<file path="config.mk">
export PLATFORM = sky130hd
export DESIGN_NAME = dds_sweep_ctrl
export DESIGN_NICKNAME = d
export VERILOG_FILES = /design/src/rtl/dds_sweep_ctrl.sv
export SDC_FILE = /design/constraint.sdc
export NUM_CORES = 1
export LEC_CHECK = 0
export CAP_MARGIN = 20
export CORE_ASPECT_RATIO = 0.6
export CORE_MARGIN = 3
export CORE_UTILIZATION = 40
export DETAILED_ROUTE_END_ITERATION = 6
export GPL_ROUTABILITY_DRIVEN = 0
export PLACE_DENSITY_LB_ADDON = 0.2
export SETUP_SLACK_MARGIN = 0.3
export SLEW_MARGIN = 30
export SYNTH_ARGS = -nofsm -noshare
export SYNTH_HDL_FRONTEND = slang
export SYNTH_SLANG_ARGS = --single-unit
</file>
<file path="constraint.sdc">
create_clock -name clk_i -period 4.45 [get_ports clk_i]
set_input_delay 0.445 -clock clk_i [delete_from_list [all_inputs] [get_ports clk_i]]
set_output_delay 0.445 -clock clk_i [all_outputs]
set_load 0.03 [all_outputs]
</file>
<file path="src/rtl/dds_sweep_ctrl.sv">
// Frequency sweep sequencer for dds_core: latches a sweep configuration over valid/ready
// and drives a registered tuning word through fixed, single, repeat or triangle sweeps.
module dds_sweep_ctrl #(
  parameter int DWELL_W = 16
) (
  input  logic               clk_i,
  input  logic               rst_n_i,
  input  logic               cfg_valid_i,
  output logic               cfg_ready_o,
  input  logic [31:0]        cfg_start_freq_i,
  input  logic [31:0]        cfg_stop_freq_i,
  input  logic [31:0]        cfg_step_i,
  input  logic [DWELL_W-1:0] cfg_dwell_i,
  input  logic [1:0]         cfg_mode_i,
  input  logic               start_i,
  input  logic               stop_i,
  output logic [31:0]        frequency_o,
  output logic               freq_update_o,
  output logic               sweep_done_o,
  output logic               busy_o
);

  localparam logic [2:0] S_IDLE  = 3'd0;
  localparam logic [2:0] S_LOAD  = 3'd1;
  localparam logic [2:0] S_HOLD  = 3'd2;
  localparam logic [2:0] S_DWELL = 3'd3;
  localparam logic [2:0] S_STEP  = 3'd4;

  localparam logic [1:0] M_FIXED  = 2'd0;
  localparam logic [1:0] M_REPEAT = 2'd2;
  localparam logic [1:0] M_TRI    = 2'd3;

  logic [2:0]         state_q, state_d;
  logic [31:0]        start_q, start_d;
  logic [31:0]        stop_q, stop_d;
  logic [31:0]        step_q, step_d;
  logic [DWELL_W-1:0] dwell_q, dwell_d;
  logic [1:0]         mode_q, mode_d;
  logic               dir_down_q, dir_down_d;
  logic [DWELL_W-1:0] cnt_q, cnt_d;
  logic [31:0]        freq_q, freq_d;
  logic               upd_q, upd_d;
  logic               done_q, done_d;

  logic [32:0] up_sum_s;
  logic [32:0] dn_diff_s;
  logic        up_clamp_s;
  logic        dn_clamp_s;

  assign cfg_ready_o   = (state_q == S_IDLE);
  assign busy_o        = (state_q != S_IDLE);
  assign frequency_o   = freq_q;
  assign freq_update_o = upd_q;
  assign sweep_done_o  = done_q;

  // 33-bit step arithmetic so carry/borrow out of the tuning word forces a clamp.
  always_comb begin
    up_sum_s   = {1'b0, freq_q} + {1'b0, step_q};
    dn_diff_s  = {1'b0, freq_q} - {1'b0, step_q};
    up_clamp_s = up_sum_s[32] | (up_sum_s[31:0] >= stop_q);
    dn_clamp_s = dn_diff_s[32] | (dn_diff_s[31:0] <= start_q);
  end

  // Next-state logic for the sequencer and its config registers.
  always_comb begin
    state_d    = state_q;
    start_d    = start_q;
    stop_d     = stop_q;
    step_d     = step_q;
    dwell_d    = dwell_q;
    mode_d     = mode_q;
    dir_down_d = dir_down_q;
    cnt_d      = cnt_q;
    freq_d     = freq_q;
    upd_d      = 1'b0;
    done_d     = 1'b0;

    if (cfg_valid_i && (state_q == S_IDLE)) begin
      start_d = cfg_start_freq_i;
      stop_d  = cfg_stop_freq_i;
      step_d  = cfg_step_i;
      dwell_d = cfg_dwell_i;
      mode_d  = cfg_mode_i;
    end else begin
      mode_d = mode_q;
    end

    if (stop_i) begin
      state_d = S_IDLE;
    end else begin
      case (state_q)
        S_IDLE: begin
          if (start_i) begin
            state_d = S_LOAD;
          end else begin
            state_d = S_IDLE;
          end
        end
        S_LOAD: begin
          freq_d     = start_q;
          dir_down_d = 1'b0;
          cnt_d      = dwell_q;
          upd_d      = 1'b1;
          if ((mode_q == M_FIXED) || (step_q == 32'd0) || (start_q >= stop_q)) begin
            state_d = S_HOLD;
          end else begin
            state_d = S_DWELL;
          end
        end
        S_HOLD: begin
          state_d = S_HOLD;
        end
        S_DWELL: begin
          if (cnt_q == {DWELL_W{1'b0}}) begin
            state_d = S_STEP;
          end else begin
            cnt_d = cnt_q - {{(DWELL_W-1){1'b0}}, 1'b1};
          end
        end
        S_STEP: begin
          cnt_d   = dwell_q;
          upd_d   = 1'b1;
          state_d = S_DWELL;
          case (mode_q)
            M_REPEAT: begin
              // The step after stop was shown restarts the ramp.
              if (freq_q == stop_q) begin
                freq_d = start_q;
                done_d = 1'b1;
              end else if (up_clamp_s) begin
                freq_d = stop_q;
              end else begin
                freq_d = up_sum_s[31:0];
              end
            end
            M_TRI: begin
              if (!dir_down_q) begin
                if (up_clamp_s) begin
                  freq_d     = stop_q;
                  dir_down_d = 1'b1;
                end else begin
                  freq_d = up_sum_s[31:0];
                end
              end else begin
                if (dn_clamp_s) begin
                  freq_d     = start_q;
                  dir_down_d = 1'b0;
                  done_d     = 1'b1;
                end else begin
                  freq_d = dn_diff_s[31:0];
                end
              end
            end
            default: begin
              if (up_clamp_s) begin
                freq_d  = stop_q;
                done_d  = 1'b1;
                state_d = S_IDLE;
              end else begin
                freq_d = up_sum_s[31:0];
              end
            end
          endcase
        end
        default: begin
          state_d = S_IDLE;
        end
      endcase
    end
  end

  // State, config and output registers.
  always_ff @(posedge clk_i or negedge rst_n_i) begin
    if (!rst_n_i) begin
      state_q    <= S_IDLE;
      start_q    <= 32'd0;
      stop_q     <= 32'd0;
      step_q     <= 32'd0;
      dwell_q    <= {DWELL_W{1'b0}};
      mode_q     <= 2'd0;
      dir_down_q <= 1'b0;
      cnt_q      <= {DWELL_W{1'b0}};
      freq_q     <= 32'd0;
      upd_q      <= 1'b0;
      done_q     <= 1'b0;
    end else begin
      state_q    <= state_d;
      start_q    <= start_d;
      stop_q     <= stop_d;
      step_q     <= step_d;
      dwell_q    <= dwell_d;
      mode_q     <= mode_d;
      dir_down_q <= dir_down_d;
      cnt_q      <= cnt_d;
      freq_q     <= freq_d;
      upd_q      <= upd_d;
      done_q     <= done_d;
    end
  end

endmodule

</file>
==> impl_metrics.json, run 1 <==
{
  "drv_cap": 0,
  "clk_pin_slew_ns": 0.08,
  "num_rows": 53,
  "r2r_cells": 25,
  "r2r_slack_ns": -0.78,
  "met1_usage_pct": 46.3,
  "status": "complete, but fails checks",
  "grt_use_total_pct": 31.4,
  "routed_via_density": 5.89,
  "ys_ff_latch": 168,
  "async_flop_share_pct": 100,
  "drc": 0,
  "antennaDiodeCount": 0,
  "port_buffers": 154,
  "ys.flop_type": "dfrtp_1",
  "dp_hpwl_um": 47900,
  "die_h_um": 153,
  "critPathRequiredTime_ns": 4.81,
  "clockBufferDepth": 2,
  "synthTopCellsByCount": "197 x o21ai_0, 188 x nand2_1, 168 x dfrtp_1",
  "grt_util_met3_pct": 13.4,
  "antenna_found_initial": 0,
  "firstDrtPassIters": 7,
  "max_freq_mhz": 191,
  "first_iter_violations": 1919,
  "syn2layout_area_growth_pct": 45.9,
  "clkLatencyLatePin_ns": 0.47,
  "setup_viol": 36,
  "startpoint_type": "flop",
  "hold_ws_ns": -0.0149,
  "syn_inst": 1747,
  "yosysMostFrequentCell": "o21ai_0",
  "cts_tree": "built",
  "critPathArrivalTime_ns": 5.60,
  "num_vias": 16100,
  "syn_area_per_cell_um2": 8.23,
  "yosysTopAreaCell": "dfrtp_1",
  "fin_ws_ns": -0.782,
  "synthesis.nets": 2029,
  "initial_core_util_pct": 40.8,
  "ys_warn_count": 0,
  "critPathMaxFanout": 7,
  "dp.cells": 2649,
  "grt_pass1_wl_um": 92000,
  "drv_slew": 0,
  "fp.dieArea_mm2": 0.0383,
  "grt_max_degree": 90,
  "final_area_mm2": 0.0210,
  "netlist_top_cells_area": "dfrtp_1 29%, ha_1 14%, o21ai_0 6.9%, a21oi_1 5.0%, nand2_1 4.9%",
  "grtUsageMet2_pct": 40.9,
  "min_path_type": "in -> async",
  "violations": "negative hold slack, negative setup slack",
  "antenna_left": 0,
  "crit_type": "reg -> reg",
  "cts_buffers": 17,
  "final.fill_count": 3004,
  "grt_pass1_vias": 15500,
  "seq_area_frac_synth_pct": 29.2,
  "slew_headroom_pct": 24.2,
  "pin_count": 155,
  "cts-root-buf": "clkbuf_16",
  "wl_per_cell_um": 22.8,
  "clock_sinks": 168,
  "rsz0062_at_grt": "true",
  "fin_crit_sh_pct": 118,
  "core_area_mm2": 0.0352,
  "top_usage_layer": "met1",
  "tightest_slew_ns": 1.14,
  "clock_skew_ns": 0.0197,
  "yosysUniqueCellTypes": 99,
  "hold_viol": 20,
  "end_kind": "flop",
  "drive_above_1_share_pct": 29.3,
  "stdcell_count": 2731,
  "wirelength_um": 62300,
  "netlist_area_mm2": 0.0144,
  "htree_levels": 4,
  "place_area_mm2": 0.0191,
  "reg2reg_to": "frequency_o[27]",
  "final_util_pct": 59.5,
  "gr-total-overflow": 0,
  "synth-edff-count": 0,
  "die_w_um": 251,
  "fin_nets": 2533,
  "synth_top_area_share_pct": 29.2,
  "min_period_ns": 5.23,
  "r2r-start": "step_q[1]"
}
layer usage:
| layer | part of all wire [%] | up-vias |
|---|---|---|
| met5 | 0.22 | - |
| met4 | 2.6 | 2 |
| met3 | 14 | 122 |
| met2 | 38 | 933 |
| met1 | 45 | 7736 |
| li1 | - | 7290 |
kinds of logic (layout without fill, tap and decap cells):
| kind of cell | after synthesis | in the layout | synth area share, % |
|---|---|---|---|
| AO/OA/AOI/OAI | 582 | 582 | 26.0 |
| flip-flops | 168 | 168 | 29.2 |
| AND/OR/NAND/NOR | 490 | 490 | 16.1 |
| adder cells (fa/ha/maj) | 163 | 163 | 14.3 |
| multiplexers | 32 | 32 | 2.50 |
| buffers and inverters | 225 | 742 | 6.51 |
| XOR/XNOR | 87 | 87 | 5.30 |
registers in the layout, summed over array words and instances (netlist names):
signal,count
state_q,3
sweep_done_o,1
mode_q,2
freq_update_o,1
dir_down_q,1
frequency_o,32
stop_q,32
start_q,32
cnt_q,16
step_q,32
dwell_q,16
layout make-up:
| class | count | area (um^2) | area share [%] |
|---|---|---|---|
| Sequential cell | 168 | 4220 | 20.1 |
| Tap cell | 467 | 584 | 2.79 |
| Inverter | 138 | 523 | 2.49 |
| Multi-Input combinational cell | 1354 | 10100 | 48.1 |
| Clock inverter | 15 | 196 | 0.937 |
| Timing Repair Buffer | 572 | 4930 | 23.5 |
| Clock buffer | 17 | 425 | 2.03 |
worst max path at each step:
stage / from / cells past startpoint / end / slack (ns)
after global routing: frequency_o[0] / 23 / frequency_o[0] / -0.91
after detailed placement: frequency_o[0] / 25 / frequency_o[19] / -0.77
after CTS: frequency_o[0] / 23 / frequency_o[19] / -0.57
final: step_q[1] / 25 / frequency_o[27] / -0.78
after floorplan: frequency_o[4] / 23 / frequency_o[23] / -0.14
after global placement: frequency_o[0] / 25 / frequency_o[19] / -0.62
cells in the final DEF (no fill, tap or decap), types with 11 or more instances in the layout:
cell and n:
a21o_1 28, a21oi_1 118, a21oi_2 25, a221oi_2 15, a31oi_1 12, buf_4 390, buf_6 11, clkbuf_16 19
clkdlybuf4s50_1 153, dfrtp_1 159, ha_1 149, inv_1 126, mux2_2 19, nand2_1 181, nand2b_1 14, nand3_1 29
nand4_1 30, nor2_1 107, nor3_1 24, nor4_1 21, o211ai_1 17, o21ai_0 179, o21ai_1 19, o31ai_1 13
xnor2_1 75
through the flow:
stage / hold WS, ns / setup WS (ns) / TNS (ns)
floorplan: 0.149 / -0.142 / -0.902
detailed placement: 0.494 / -0.773 / -21.85
finish: -0.0149 / -0.782 / -23.47
CTS: 0.00122 / -0.570 / -16.18
global placement: 0.481 / -0.616 / -16.11
global route: 0.0306 / -0.909 / -28.24
critical path, cell delays in order, from the launching register on:
cell,delay (ns)
dfrtp_1,0.38
inv_2,0.08
buf_4,0.14
fa_2,0.36
nor2_2,0.16
o311a_4,0.22
o221ai_4,0.14
buf_4,0.16
buf_4,0.13
o21a_1,0.23
buf_4,0.16
o21a_1,0.18
xnor2_1,0.12
buf_4,0.15
ha_1,0.28
a21o_1,0.17
a21oi_1,0.28
a31oi_1,0.15
a211oi_2,0.32
o211ai_1,0.28
buf_4,0.22
buf_6,0.13
buf_8,0.14
o31ai_4,0.24
nand2_1,0.07
a22o_1,0.20
repair_timing:
item | 4_1_cts | 5_1_grt
cloned | 3 | 2
endpoints found under the hold margin | 0 | 0
resized for setup | 88 | 72
buffers inserted | 20 | 24
hold buffers | 0 | 0
endpoints found under the setup margin | 36 | 36
pin swaps | 43 | 34
Power of run 1 is not shown: default switching activity piles up to over one toggle a cycle in this logic, so the estimate is an artifact.
==> run 2, diff against run 1 <==
--- a/config.mk
+++ b/config.mk
@@ -13,6 +13,7 @@
 export GPL_ROUTABILITY_DRIVEN = 0
 export PLACE_DENSITY_LB_ADDON = 0.2
 export SETUP_SLACK_MARGIN = 0.3
+export SKIP_CTS_REPAIR_TIMING = 1
 export SLEW_MARGIN = 30
 export SYNTH_ARGS = -nofsm -noshare
 export SYNTH_HDL_FRONTEND = slang
==> impl_metrics.json, run 2 (same netlist as run 1, synthesis figures left out) <==
{
  "drv_slew": 0,
  "pre_cts_ws_ns": -0.773,
  "r2r_slack_ns": -0.86,
  "die_h_um": 153,
  "final_util_pct": 58.0,
  "wl_per_cell_um": 22.5,
  "antenna_found_initial": 0,
  "htree_levels": 4,
  "fp.dieArea_mm2": 0.0383,
  "stdcell_count": 2706,
  "drc": 0,
  "antennaDiodeCount": 0,
  "gr-total-overflow": 0,
  "clock_skew_ns": 0.0170,
  "final_common_cell": "buf_4",
  "hold_viol": 20,
  "cts_tree": "built",
  "syn2layout_area_growth_pct": 42.2,
  "rsz0062_at_grt": "true",
  "wirelength_um": 61000,
  "cp_top_family": "compound AO/OA/AOI/OAI gates",
  "startpoint_type": "flop",
  "initial_core_util_pct": 40.8,
  "cts_buffers": 17,
  "fin_nets": 2508,
  "slew_headroom_pct": 21.5,
  "clkLatencyLatePin_ns": 0.47,
  "setup_tns_ns": -24.97,
  "clock_sinks": 168,
  "grt_max_degree": 90,
  "final.fill_count": 3079,
  "fin_ws_ns": -0.856,
  "dp.cells": 2649,
  "grt_pass1_vias": 15200,
  "min_period_ns": 5.31,
  "r2r_cells": 24,
  "num_rows": 53,
  "num_vias": 15800,
  "first_iter_violations": 1738,
  "multiInputGateArea_mm2": 0.00980,
  "critPathMaxFanout": 4,
  "critPathBufInv": 3,
  "grt_pass1_wl_um": 89700,
  "drive_above_1_share_pct": 26.5,
  "max_freq_mhz": 188,
  "regArea_mm2": 0.00422,
  "reg2reg_to": "frequency_o[19]",
  "die_w_um": 251,
  "cp_slowest_stage_delay_ns": 0.40,
  "pin_count": 155,
  "cp.depth": 24,
  "crit_path_top_delay_cell": "dfrtp_1",
  "status": "complete, but fails checks",
  "drv_cap": 0,
  "port_buffers": 154,
  "grt_use_total_pct": 30.6,
  "clockBufferDepth": 2,
  "tightest_slew_ns": 1.17,
  "firstDrtPassIters": 6,
  "core_area_mm2": 0.0352,
  "r2r-start": "step_q[1]",
  "crit_type": "reg -> reg",
  "min_path_type": "in -> async",
  "fin_crit_sh_pct": 119,
  "path_cells": "inv_2 -> ha_4 -> nor2b_4 -> o21bai_4 -> o31ai_4 -> a21boi_2 -> o41ai_2 -> buf_4 -> a21oi_2 -> a221oi_2 -> o21a_1 -> or2_4 -> ha_4 -> a21oi_2 -> o21ai_1 -> a221oi_2 -> o211ai_2 -> a211oi_2 -> o211ai_1 -> buf_4 -> a32o_1 -> a31oi_1 -> nor2_1 -> o31a_1",
  "layout_common_cells": "374 x buf_4, 185 x nand2_1, 180 x o21ai_0",
  "cts-root-buf": "clkbuf_16",
  "antenna_left": 0,
  "end_kind": "flop",
  "violations": "negative hold slack, negative setup slack",
  "critPathRequiredTime_ns": 4.81,
  "setup_viol": 36,
  "critPathArrivalTime_ns": 5.66,
  "dp_hpwl_um": 47900,
  "routed_via_density": 5.85,
  "clk_pin_slew_ns": 0.08,
  "hold_ws_ns": -0.0150
}
-- run 2: changes by cell type in the layout (fill, tap and decap cells not counted), moves of 4 or more --
cell and change:
buf_4 -16, nor2_2 -4, a21oi_2 -11, buf_6 -7, ha_1 +5, nand2_1 +4, ha_4 -4, a21oi_1 +12
-- run 2: per-stage QoR --
step | cell area, um^2 | hold slack (ns)
global route | 20400 | 0.0319
CTS | 19700 | 0.00122
global placement | 19100 | 0.481
detailed placement | 19100 | 0.494
floorplan | 14600 | 0.149
finish | 20400 | -0.0150
-- run 2: per-layer routing --
layer,vias to the layer above,track usage [%],part of all wire (%)
li1,7249,-,-
met1,7550,45.3,45
met2,927,40.0,38
met3,94,13.6,15
met4,4,6.91,2.0
met5,-,2.48,0.35
-- run 2: worst max-delay path by stage --
stage	startpoint	endpoint	slack, ns
6_report	step_q[1]	frequency_o[19]	-0.86
5_1_grt	frequency_o[0]	frequency_o[19]	-1.00
4_1_cts	frequency_o[0]	frequency_o[19]	-0.80
3_5_place_dp	frequency_o[0]	frequency_o[19]	-0.77
3_3_place_gp	frequency_o[0]	frequency_o[19]	-0.62
2_1_floorplan	frequency_o[4]	frequency_o[23]	-0.14
-- run 2: cell type report --
| class | count | area share (%) |
|---|---|---|
| tap | 467 | 2.86 |
| timing repair buffer | 547 | 23.0 |
| clock buffer | 17 | 2.08 |
| clock inverter | 15 | 0.961 |
| inverter | 138 | 2.55 |
| sequential | 168 | 20.6 |
| multi-input combinational | 1354 | 48.0 |
-- run 2: worst reg2reg max path, delay by kind of cell, from the launching register on --
family,cells,cell delay [ns]
AND/OR/NAND/NOR,3,0.34
AO/OA/AOI/OAI,16,3.48
adder cells (fa/ha/maj),2,0.42
flip-flops,1,0.40
buffers and inverters,3,0.54
Power of run 2 is left out for the same reason.
